**config.mk**
```make
export PLATFORM = sky130hd
export DESIGN_NAME = fp_avmm_master
export DESIGN_NICKNAME = d
export VERILOG_FILES = /design/src/rtl/fp_avmm_pkg.sv /design/src/rtl/avmm_rd_timer.sv /design/src/rtl/fp_avmm_master.sv
export SDC_FILE = /design/constraint.sdc
export NUM_CORES = 1
export LEC_CHECK = 0
export CORE_MARGIN = 3
export CORE_UTILIZATION = 51
export CTS_CLUSTER_SIZE = 14
export DETAILED_ROUTE_END_ITERATION = 10
export PLACE_DENSITY = 0.87
export SYNTH_ARGS = -nofsm -noshare
export SYNTH_HDL_FRONTEND = slang
export SYNTH_SLANG_ARGS = --single-unit
export TNS_END_PERCENT = 5
```
**constraint.sdc**
```tcl
create_clock -name clk -period 4.65 [get_ports clk]
set_input_delay 1.395 -clock clk [delete_from_list [all_inputs] [get_ports clk]]
set_output_delay 1.395 -clock clk [all_outputs]
set_load 0.01 [all_outputs]
```
**src/rtl/fp_avmm_pkg.sv**
```systemverilog
// Shared types and constants for the floating-point operator Avalon-MM initiator.
package fp_avmm_pkg;

  typedef enum logic [2:0] {
    ST_IDLE    = 3'd0,
    ST_WA_L    = 3'd1,
    ST_WA_H    = 3'd2,
    ST_WB_L    = 3'd3,
    ST_WB_H    = 3'd4,
    ST_RD_ARM  = 3'd5,
    ST_RD_WAIT = 3'd6,
    ST_DONE    = 3'd7
  } state_e;

  localparam logic [7:0] BE_LO  = 8'h0F;
  localparam logic [7:0] BE_HI  = 8'hF0;
  localparam logic [7:0] BE_ALL = 8'hFF;

  localparam logic [2:0] DEF_OPA_ADDR = 3'd0;
  localparam logic [2:0] DEF_OPB_ADDR = 3'd1;
  localparam logic [2:0] DEF_RES_ADDR = 3'd1;
  localparam int unsigned DEF_TIMEOUT = 1024;

  // Read-phase counter width: enough for TIMEOUT, never narrower than 11 bits.
  function automatic int unsigned timer_width(input int unsigned timeout);
    int unsigned w;
    w = $clog2(timeout + 1);
    if (w < 11) begin
      w = 11;
    end else begin
      w = w;
    end
    return w;
  endfunction

endpackage

```
**src/rtl/avmm_rd_timer.sv**
```systemverilog
// Read-phase watchdog: cleared outside the read phase, counts while enabled,
// flags expiry on the last permitted cycle.
module avmm_rd_timer
  import fp_avmm_pkg::*;
#(
  parameter int unsigned TIMEOUT = DEF_TIMEOUT
) (
  input  logic clk,
  input  logic reset_n,
  input  logic clr,
  input  logic en,
  output logic expired
);

  localparam int unsigned     CW   = timer_width(TIMEOUT);
  localparam logic [CW-1:0]   LAST = CW'(TIMEOUT - 1);

  logic [CW-1:0] count_r;

  // Cycle counter; holds at LAST so it can never wrap back to zero.
  always_ff @(posedge clk or negedge reset_n) begin
    if (!reset_n) begin
      count_r <= '0;
    end else if (clr) begin
      count_r <= '0;
    end else if (en && (count_r != LAST)) begin
      count_r <= count_r + CW'(1);
    end else begin
      count_r <= count_r;
    end
  end

  assign expired = en && (count_r == LAST);

endmodule

```
**src/rtl/fp_avmm_master.sv**
```systemverilog
// Avalon-MM initiator: writes two 64-bit operands as byte-enabled half beats,
// then reads the operator result through its busy window with a timeout.
module fp_avmm_master
  import fp_avmm_pkg::*;
#(
  parameter logic [2:0]  OPA_ADDR = DEF_OPA_ADDR,
  parameter logic [2:0]  OPB_ADDR = DEF_OPB_ADDR,
  parameter logic [2:0]  RES_ADDR = DEF_RES_ADDR,
  parameter int unsigned TIMEOUT  = DEF_TIMEOUT
) (
  input  logic        clk,
  input  logic        reset_n,
  input  logic        job_valid,
  output logic        job_ready,
  input  logic [63:0] op_a,
  input  logic [63:0] op_b,
  output logic        result_valid,
  output logic [63:0] result,
  output logic        result_err,
  output logic [2:0]  address,
  output logic [63:0] writedata,
  output logic        write,
  output logic        read,
  output logic [7:0]  byteenable,
  input  logic [63:0] readdata,
  input  logic        waitrequest
);

  state_e      state_r, state_s;
  logic [63:0] op_a_r, op_a_s, op_b_r, op_b_s;
  logic [63:0] result_r, result_s;
  logic        result_err_r, result_err_s;
  logic        rd_phase_s, expired_s, complete_s, timeout_s, accept_s;

  logic        job_ready_r, job_ready_s;
  logic        result_valid_r, result_valid_s;
  logic        write_r, write_s, read_r, read_s;
  logic [2:0]  address_r, address_s;
  logic [63:0] writedata_r, writedata_s;
  logic [7:0]  byteenable_r, byteenable_s;

  assign accept_s   = (state_r == ST_IDLE) && job_valid;
  assign rd_phase_s = (state_r == ST_RD_ARM) || (state_r == ST_RD_WAIT);
  assign complete_s = (state_r == ST_RD_WAIT) && !waitrequest;
  assign timeout_s  = expired_s && !complete_s;

  avmm_rd_timer #(
    .TIMEOUT (TIMEOUT)
  ) u_rd_timer (
    .clk     (clk),
    .reset_n (reset_n),
    .clr     (!rd_phase_s),
    .en      (rd_phase_s),
    .expired (expired_s)
  );

  // State register.
  always_ff @(posedge clk or negedge reset_n) begin
    if (!reset_n) begin
      state_r <= ST_IDLE;
    end else begin
      state_r <= state_s;
    end
  end

  // Next-state logic; write beats advance only when the slave is not stalling.
  always_comb begin
    state_s = state_r;
    case (state_r)
      ST_IDLE:    if (job_valid)    state_s = ST_WA_L;    else state_s = ST_IDLE;
      ST_WA_L:    if (!waitrequest) state_s = ST_WA_H;    else state_s = ST_WA_L;
      ST_WA_H:    if (!waitrequest) state_s = ST_WB_L;    else state_s = ST_WA_H;
      ST_WB_L:    if (!waitrequest) state_s = ST_WB_H;    else state_s = ST_WB_L;
      ST_WB_H:    if (!waitrequest) state_s = ST_RD_ARM;  else state_s = ST_WB_H;
      ST_RD_ARM: begin
        if (expired_s)        state_s = ST_DONE;
        else if (waitrequest) state_s = ST_RD_WAIT;
        else                  state_s = ST_RD_ARM;
      end
      ST_RD_WAIT: if (complete_s || expired_s) state_s = ST_DONE; else state_s = ST_RD_WAIT;
      ST_DONE:    state_s = ST_IDLE;
      default:    state_s = ST_IDLE;
    endcase
  end

  // Operand latch and result capture; completion wins over a same-edge expiry.
  always_comb begin
    op_a_s = accept_s ? op_a : op_a_r;
    op_b_s = accept_s ? op_b : op_b_r;
    if (complete_s) begin
      result_s     = readdata;
      result_err_s = 1'b0;
    end else if (timeout_s) begin
      result_s     = 64'd0;
      result_err_s = 1'b1;
    end else begin
      result_s     = result_r;
      result_err_s = result_err_r;
    end
  end

  // Datapath registers.
  always_ff @(posedge clk or negedge reset_n) begin
    if (!reset_n) begin
      op_a_r       <= 64'd0;
      op_b_r       <= 64'd0;
      result_r     <= 64'd0;
      result_err_r <= 1'b0;
    end else begin
      op_a_r       <= op_a_s;
      op_b_r       <= op_b_s;
      result_r     <= result_s;
      result_err_r <= result_err_s;
    end
  end

  // Output decode of the state being entered, so the registered bus matches the state.
  always_comb begin
    job_ready_s    = 1'b0;
    result_valid_s = 1'b0;
    write_s        = 1'b0;
    read_s         = 1'b0;
    address_s      = 3'd0;
    writedata_s    = 64'd0;
    byteenable_s   = 8'd0;
    case (state_s)
      ST_IDLE: job_ready_s = 1'b1;
      ST_WA_L, ST_WA_H: begin
        write_s      = 1'b1;
        address_s    = OPA_ADDR;
        writedata_s  = op_a_s;
        byteenable_s = (state_s == ST_WA_L) ? BE_LO : BE_HI;
      end
      ST_WB_L, ST_WB_H: begin
        write_s      = 1'b1;
        address_s    = OPB_ADDR;
        writedata_s  = op_b_s;
        byteenable_s = (state_s == ST_WB_L) ? BE_LO : BE_HI;
      end
      ST_RD_ARM, ST_RD_WAIT: begin
        read_s       = 1'b1;
        address_s    = RES_ADDR;
        byteenable_s = BE_ALL;
      end
      ST_DONE: result_valid_s = 1'b1;
      default: job_ready_s = 1'b0;
    endcase
  end

  // Output registers.
  always_ff @(posedge clk or negedge reset_n) begin
    if (!reset_n) begin
      job_ready_r    <= 1'b1;
      result_valid_r <= 1'b0;
      write_r        <= 1'b0;
      read_r         <= 1'b0;
      address_r      <= 3'd0;
      writedata_r    <= 64'd0;
      byteenable_r   <= 8'd0;
    end else begin
      job_ready_r    <= job_ready_s;
      result_valid_r <= result_valid_s;
      write_r        <= write_s;
      read_r         <= read_s;
      address_r      <= address_s;
      writedata_r    <= writedata_s;
      byteenable_r   <= byteenable_s;
    end
  end

  assign job_ready    = job_ready_r;
  assign result_valid = result_valid_r;
  assign result       = result_r;
  assign result_err   = result_err_r;
  assign write        = write_r;
  assign read         = read_r;
  assign address      = address_r;
  assign writedata    = writedata_r;
  assign byteenable   = byteenable_r;

endmodule

```
Word level (Yosys, flattened, before mapping):

Index checks and enable logic that the tools add are counted.

* bits in registers: 286
* bits in latches: 0
* output and inout port bits: 144
* bits of input ports: 196
* memory bits (writable): 0
* memories: 0
* memory bits (read-only): 0
* word-level logic and storage cells: 74

* $add $sub $neg: 1
* shift-type cells: 0
* mux-type cells: 26
* bitwise operators: 0
* multipliers: 0
* reduce and logical (&&, ||, !) cells: 17
* magnitude comparators: 0
* divide/modulo/power cells: 0
* equal/unequal tests: 17

Operators by type and width (count)
* 2-to-1 mux 64 bit: 4
* case mux 64 bit (2 select lines): 1
* equality test 3 bit (second input constant): 8
* case mux 3 bit (8 select lines): 1
* case mux 8 bit (3 select lines): 1
* 2-to-1 mux 11 bit: 2
* 2-to-1 mux 8 bit: 2
* equality test 3 x 2 -> 1 bit (second input constant): 4
* adder 11 x 1 -> 11 bit (second input constant): 1
* equality test 11 x 10 -> 1 bit (second input constant): 1
* 2-to-1 mux 1 bit: 11
* != test 11 x 10 -> 1 bit (second input constant): 1
* OR reduction 4 bit: 2
* equality test 3 x 1 -> 1 bit (second input constant): 2
* zero test 3 bit: 2
* 2-to-1 mux 2 bit: 3
* OR reduction 2 bit: 3
* logical AND 1 bit: 5
* 2-to-1 mux 3 bit: 1
* zero test 1 bit: 2
* logical OR 1 bit: 2
* != test 2 bit (second input constant): 1
* nonzero test 2 bit: 1

Depth between registers and ports, before layout:

Gate-level depths: netlist of run 1.

* depth in word-level cells: 9
* depth in mapped cells: 13
* depth with buffers taken out: 9

Modules after synthesis:

From an unflattened synthesis of run 1, not the netlist that was laid out.

* cells, all modules: 950
* area total of the unflattened synthesis: 11158.2 um2

By module, submodules not included
* fp_avmm_master: area an instance 10545.1 um2, cells an instance 885, times used 1
* avmm_rd_timer: area an instance 613.1 um2, cells an instance 65, times used 1

Least setup slack after synthesis of run 1:

OpenSTA, ideal clock, no wires.

* path kind: input port to flip-flop
* from: input port job_valid
* to: register writedata_r[21], in the netlist writedata[21]
* arrival time: 3016 ps
* setup time: 138 ps
* setup slack: 1496 ps
* path buffers: 2
* stages: 6
* cells stage by stage: nor4b_1 > clkbuf_1 > buf_1 > mux2_2 > a31oi_1 > o22ai_1

RTL lines
* start: declaration: RTL line fp_avmm_master.sv:13 `input logic job_valid,`
* logical AND 1 bit: RTL line fp_avmm_master.sv:42 `assign accept_s = (state_r == ST_IDLE) && job_valid;`
* 2-to-1 mux 64 bit: RTL line fp_avmm_master.sv:89 `op_b_s = accept_s ? op_b : op_b_r;`
* named net op_b_s[21]: RTL line fp_avmm_master.sv:30 `logic [63:0] op_a_r, op_a_s, op_b_r, op_b_s;`
* case mux 64 bit (2 select lines): RTL line fp_avmm_master.sv:126 `case (state_s)`
* named net writedata_s[21]: RTL line fp_avmm_master.sv:39 `logic [63:0] writedata_r, writedata_s;`
* end signal: assignment: RTL line fp_avmm_master.sv:166 `writedata_r <= writedata_s;`
* end: declaration: RTL line fp_avmm_master.sv:39

The timed path passes the listed nets, and every way through them passes these cells.
A chain may end at the register's enable or synchronous reset.

Worst setup path in the final report of run 1:

* from: input port job_valid
* to: register writedata_r[54], in the netlist writedata[54]

* cells in the longest elaborated chain, start to end: 5

Ends and longest elaborated chain
* 2-to-1 mux 1 bit: RTL line fp_avmm_master.sv:70 `ST_IDLE: if (job_valid) state_s = ST_WA_L; else state_s = ST_IDLE;`
* case mux 3 bit (8 select lines): RTL line fp_avmm_master.sv:69 `case (state_r)`
* equality test 3 x 2 -> 1 bit, or another cell as far along: RTL line fp_avmm_master.sv:126
* OR reduction 2 bit: RTL line fp_avmm_master.sv:126
* case mux 64 bit (2 select lines) *: RTL line fp_avmm_master.sv:126
* named net writedata_s[54]: RTL line fp_avmm_master.sv:39

The timed path passes the listed nets; every way through them passes the cells marked *.

==> impl_results.md, run 1 <==
* Relative slew margins at 0.3086
* Hold buffer count at CTS at 0
* Most frequent cell after synthesis: dfrtp_1
* Final clock skew at ~0.022 ns
* Total gr overflow at 0
* CP Launch Type: input pin
* Layout net count at between 1,500 and 2,000
* Reg clk slew, reported paths at 0.06 ns
* Static leakage at a little under 7 nW
* CTS tree: built
* Syn_area_per_cell at 11.37 µm²
* Fin Setup TNS at 0 ns
* CORE AREA at around 22,000 µm²
* Final std cells w/o fill at approximately 1,600
* Maximum fanout along the worst path at roughly 130
* Dpl hpwl at 21,620 µm
* WL per Instance at ~20 µm
* Crit path max-delay cell type: buf_12
* Tmin final at approximately 3.4 ns
* Status: finished, final reports clean
* Max clock buf depth at 3
* CTS Buf Count at 28
* Clock Tree Root: clkbuf_16
* Most used DFF post-synth: dfrtp_1
* Worst hold path stage count at 2
* Worst path cell trace: clkdlybuf4s50_1 -> nor4b_2 -> buf_12 -> mux2i_1 -> nor3_1 -> a31oi_1 -> o22ai_1
* Flop2flop setup slack at between 1 and 1.5 ns
* PnR worst setup slack at around 1.2 ns
* Syn-to-layout area delta at 37.74%
* Max Fclk at about 290 MHz
* Die Span Y at 157.4 µm
* Worst setup path class: in2reg
* Synth unique cells at 39
* Crit end category: flip-flop
* Via count at around 9,400
* Post-CTS sizing at 0
* Worst reg-to-reg path cell count at 8
* # diodes at 0
* Asr flop ratio synth at 1.000
* P per Cell Area at approximately 740 nW/µm²
* First-pass GRT wire length at ~50,000 µm
* CTS H-tree depth at 1
* Synth top cells by count: 277 x dfrtp_1, 80 x nor2_1, 71 x clkbuf_1
* Max-Cap Viols at 0
* Final antenna-violating net count at 0
* Sink Count at roughly 280
* Die Wd at 157.4 µm
* Total GRT Usage at 0.2577
* First DRT Iteration DRCs at approximately 780
* Starting Density at 0.5273
* R2r startpoint: u_rd_timer.count_r[0]
* Post-synth EDFFs at 0
* I/O pin count at 340
* Worst stage delay on the critical path at about 0.58 ns
* DR pass1 iterations at 5
* FF+latch count, synth at ~280
* Sequential share of the synthesized area at 0.5955
* Worst-Margin Slew at approximately 1.0 ns
* RR Endpoint: result[13]
* WP data required at ~5.0 ns
* Post-Route Utilization at 0.7263
* Final Hold Fails at 0
* Detailed Route WL at 33,050 µm
* Top post-synthesis cells by area: dfrtp_1 59%, mux2_2 6.4%, mux2i_1 5.6%, a22o_1 4.8%, a31oi_1 3.6%
* PortBufs at around 340
* Layout filler cell count at approximately 1,500
* Pre-CTS WS at just under 0.8 ns
* Hold Startpoint: op_a_r[51]
* Residual DRC at 0
* Worst hold margin at 0.5010 ns
* Synth Instances at approximately 1,000
* Rows at between 50 and 60
* Worst-Skew Late Latency at ~0.53 ns
* Placed insts at 1,564
* Hold endpoint: op_a_r[51]
* Via density at 5.834
* Share of cells above drive strength 1 at 0.1010
* Synth Warn # at 0
* Cell taking the most area after synthesis: dfrtp_1
* Synth top area share at 0.5932
* Postcts setup bufs at 0
* Vias in the first global route at between 9,000 and 10,000
* Final period util at 0.7408
* WP data arrival at between 3 and 4 ns
* # setup viols final at 0
* Final Max Slew Viols at 0
* RSZ-0062 raised after global routing: false
* Die area at between 20,000 and 25,000 µm²
* HP Class: reg2reg
* Initial antenna violation count at 0
* Largest net degree at the start of global routing at 130
* Worst vdd ir at 0.0004947 V
* Placer Congestion at a little over 0.8
* Cell Area, Synth at approximately 12,000 µm²
registers in the layout, indices dropped and copies added (netlist names):
name	flops
byteenable	2
state_r	3
job_ready	1
result_valid	1
u_rd_timer.count_r	11
write	1
op_a_r	64
address	1
op_b_r	64
result_err	1
read	1
result	64
writedata	64
how the worst max path moves through the flow:
| stage | slack (ns) | startpoint | endpoint | cells after the start |
|---|---|---|---|---|
| after floorplan | 1.50 | job_valid | writedata[21] | 6 |
| after global placement | 0.75 | job_valid | read | 7 |
| after detailed placement | 0.77 | job_valid | writedata[53] | 7 |
| after CTS | 1.29 | job_valid | writedata[54] | 7 |
| after global routing | 1.10 | job_valid | writedata[57] | 7 |
| final | 1.21 | job_valid | writedata[54] | 7 |
routing by layer:
metal	up-vias	share of wire	global-route usage
met5	-	0	0
met4	0	0.022	0.05579
met3	49	0.092	0.07506
met2	393	0.51	0.4513
met1	4737	0.37	0.3190
li1	4249	-	-
logic make-up (layout without fill, tap and decap cells):
family | after synthesis | after routing | synth area share
DFF | 278 | 278 | 0.5955
other | 1 | 2 | 0.0003209
adders and majority gates | 1 | 1 | 0.001071
xor gates and xnor gates | 6 | 6 | 0.004497
AOI/OAI and AO/OA | 271 | 271 | 0.1535
buffers and inverters | 164 | 471 | 0.05836
and+or+nand+nor | 176 | 176 | 0.06746
muxes | 131 | 131 | 0.1193
layout make-up:
type	instances	area, µm²	share of cell area
Sequential cell	278	6958	0.4323
Multi-Input combinational cell	587	4073	0.2530
Timing Repair Buffer	351	3571	0.2219
Clock buffer	43	838.3	0.05208
Tap cell	280	350.3	0.02177
Inverter	68	260.3	0.01617
Clock inverter	9	45.04	0.002799
stage by stage:
| step | instance area (µm²) | total power [mW] |
|---|---|---|
| floorplan | 11690 | 7.643 |
| global placement | 15210 | 9.523 |
| detailed placement | 15210 | 9.787 |
| CTS | 16100 | 12.00 |
| global route | 16100 | 12.74 |
| finish | 16100 | 11.97 |
worst max-delay path, delay by kind of cell:
family | cells | cell delay, ns
AOI/OAI and AO/OA | 2 | 0.35
muxes | 1 | 0.39
buffers and inverters | 2 | 1.06
and+or+nand+nor | 2 | 0.46
cells in the final DEF, fill, tap and decap left out, types with 3 or more instances in the layout:
cell,instances
clkdlybuf4s50_1,336
dfrtp_1,277
nor2_1,80
nor3_1,68
a31oi_1,67
mux2_2,66
inv_1,65
mux2i_1,65
a21oi_1,64
a22o_1,64
o22ai_1,62
clkbuf_16,29
clkinv_2,9
nand2_1,8
clkbuf_1,8
buf_12,7
buf_4,7
o21ai_0,6
clkbuf_8,6
nand3_1,5
xnor2_1,4
nand2b_1,3
report_power, final:
group	leakage (nW)	switching, mW	internal, mW
clock network	0.445	0.910	1.24
registers	3.46	0.423	3.50
logic	2.96	3.27	2.63
Note: power is estimated with default switching activity, not from simulation.
==> run 2: changes to the inputs <==
CORE_UTILIZATION = 48   (was 51)
PLACE_DENSITY = 0.83   (was 0.87)
clock period = 3.27 ns   (was 4.65 ns; I/O delays follow)
==> impl_results.md, run 2 (same netlist as run 1, synthesis figures left out) <==
* Tmin final at ~2.8 ns
* WP data arrival at 3.20 ns (-0.63 ns)
* Sequential cell area at 6958 µm² (unchanged)
* First DRT Iteration DRCs at 811 (+4.5%)
* DR pass1 iterations at 5 (unchanged)
* Final antenna-violating net count at 0 (unchanged)
* Worst reg-to-reg path cell count at 8 (unchanged)
* Total gr overflow at 0 (unchanged)
* Max Fclk at between 300 and 400 MHz
* Status: finished, final reports clean
* Relative slew margins at 0.4454 (+0.1368)
* PortBufs at 337 (unchanged)
* Starting Density at 0.4934 (-0.03387)
* Static leakage at 6.996 nW (+1.9%)
* WL per Instance at 19.99 µm (-2.3%)
* Largest net degree at the start of global routing at 99 (-24%)
* Clock Tree Root: clkbuf_16
* Final clock skew at 0.01810 ns (-0.003950 ns)
* Worst-Margin Slew at 0.8305 ns (-0.2066 ns)
* R2r startpoint: u_rd_timer.count_r[0]
* Maximum fanout along the worst path at 65 (-49%)
* Total GRT Usage at 0.2467 (-0.01101)
* Via density at 5.661 (-3.0%)
* CTS H-tree depth at 1 (unchanged)
* RSZ-0062 raised after global routing: false
* Final Max Slew Viols at 0 (unchanged)
* CP Launch Type: flip-flop
* Layout filler cell count at 1,706 (+12%)
* P per Cell Area at 1061 nW/µm² (+43%)
* CTS tree: built
* Multi-input gate area at 4073 µm² (unchanged)
* Layout net count at 1,528 (+1.1%)
* Dpl hpwl at 22,540 µm (+4.3%)
* Placer Congestion at 0.8299 (+1.7%)
* Worst-Skew Late Latency at 0.54 ns (about the same)
* Die Span Y at 162.0 µm (+3.0%)
* Crit end category: flip-flop
* I/O pin count at 340 (unchanged)
* Power, Total at 17.42 mW (+46%)
* Final period util at 0.8524
* Final Hold Fails at 0 (unchanged)
* Commonest non-fill, non-tap cell in the layout: clkdlybuf4s50_1
* Fin Setup TNS at 0 ns (unchanged)
* # setup viols final at 0 (unchanged)
* Rows at 56 (+3.7%)
* First-pass GRT wire length at 52,400 µm (+2.5%)
* Most frequent cells in the layout: 336 x clkdlybuf4s50_1, 277 x dfrtp_1, 80 x nor2_1
* Die Wd at 162.0 µm (+3.0%)
* HP Class: in2async
* Via count at 9,459 (+0.33%)
* Hold buffer count at CTS at 0 (unchanged)
* WP data required at 3.68 ns (-1.36 ns)
* Post-CTS sizing at 0 (unchanged)
* Reg clk slew, reported paths at 0.06 ns (about the same)
* Flop2flop setup slack at 0.48 ns (-0.83 ns)
* Detailed Route WL at 33,400 µm (+1.1%)
* Worst vdd ir at 0.0007022 V (+42%)
* # diodes at 0 (unchanged)
* Sink Count at 278 (unchanged)
* Syn-to-layout area delta at 40.51%
* RR Endpoint: result[17]
* Max clock buf depth at 3 (unchanged)
* Share of cells above drive strength 1 at 0.1124 (+0.01138)
* Vias in the first global route at 9,645 (+2.7%)
* Worst setup path class: reg2reg
* Die area at 26,250 µm² (+6.0%)
* Postcts setup bufs at 0 (unchanged)
* Initial antenna violation count at 1 (+1)
* Residual DRC at 0 (unchanged)
* Crit. Startpoint: u_rd_timer.count_r[0]
* Max-Cap Viols at 0 (unchanged)
* CTS Buf Count at 29 (+3.6%)
* CORE AREA at 23,680 µm² (+6.9%)
[run 2: how the worst max path moves through the flow]
stage | slack [ns] | depth (start not counted) | endpoint
2_1_floorplan | 0.53 | 6 | writedata[21]
3_3_place_gp | 0.15 | 8 | writedata[7]
3_5_place_dp | 0.08 | 7 | writedata[55]
4_1_cts | 0.53 | 8 | result[57]
5_1_grt | 0.33 | 9 | writedata[63]
6_report | 0.48 | 8 | result[17]
[run 2: routing by layer]
metal / vias up / wire length [µm] / track usage
met2: 382 / 16470 / 0.4224
met4: 2 / 961 / 0.06398
li1: 4273 / - / -
met3: 64 / 2872 / 0.06886
met1: 4738 / 13080 / 0.3111
met5: - / 16 / 0
[run 2: critical path: stages, from the launching register on]
cell      delay, ns
dfrtp_1        0.38
ha_1           0.25
nand4_1        0.23
or4_1          0.74
o211ai_4       0.25
and2_1         0.18
nand2_2        0.07
buf_12         0.21
a22o_1         0.28
[run 2: layout make-up]
cell class                      count  area share
Sequential cell                   278      0.4238
Clock inverter                      9    0.004649
Multi-Input combinational cell    587      0.2481
Tap cell                          319     0.02431
Timing Repair Buffer              367      0.2317
Inverter                           68     0.01585
Clock buffer                       43     0.05167
[run 2: through the flow]
step	worst slack, ns	instances	hold slack, ns	cell area (µm²)	utilization
2_1_floorplan	0.5299	1029	0.4652	11690	-
3_3_place_gp	0.1487	1619	0.4784	15490	0.6542
3_5_place_dp	0.07945	1619	0.4842	15490	0.6542
4_1_cts	0.5261	1671	0.2994	16420	0.6933
5_1_grt	0.3263	1671	0.3061	16420	0.6933
6_report	0.4827	1671	0.3146	16420	0.6933
[run 2: power by group]
group,switching [mW],leakage [nW],internal (mW)
clock network,1.33,0.458,1.86
registers,0.598,3.46,4.98
logic,4.70,3.07,3.96
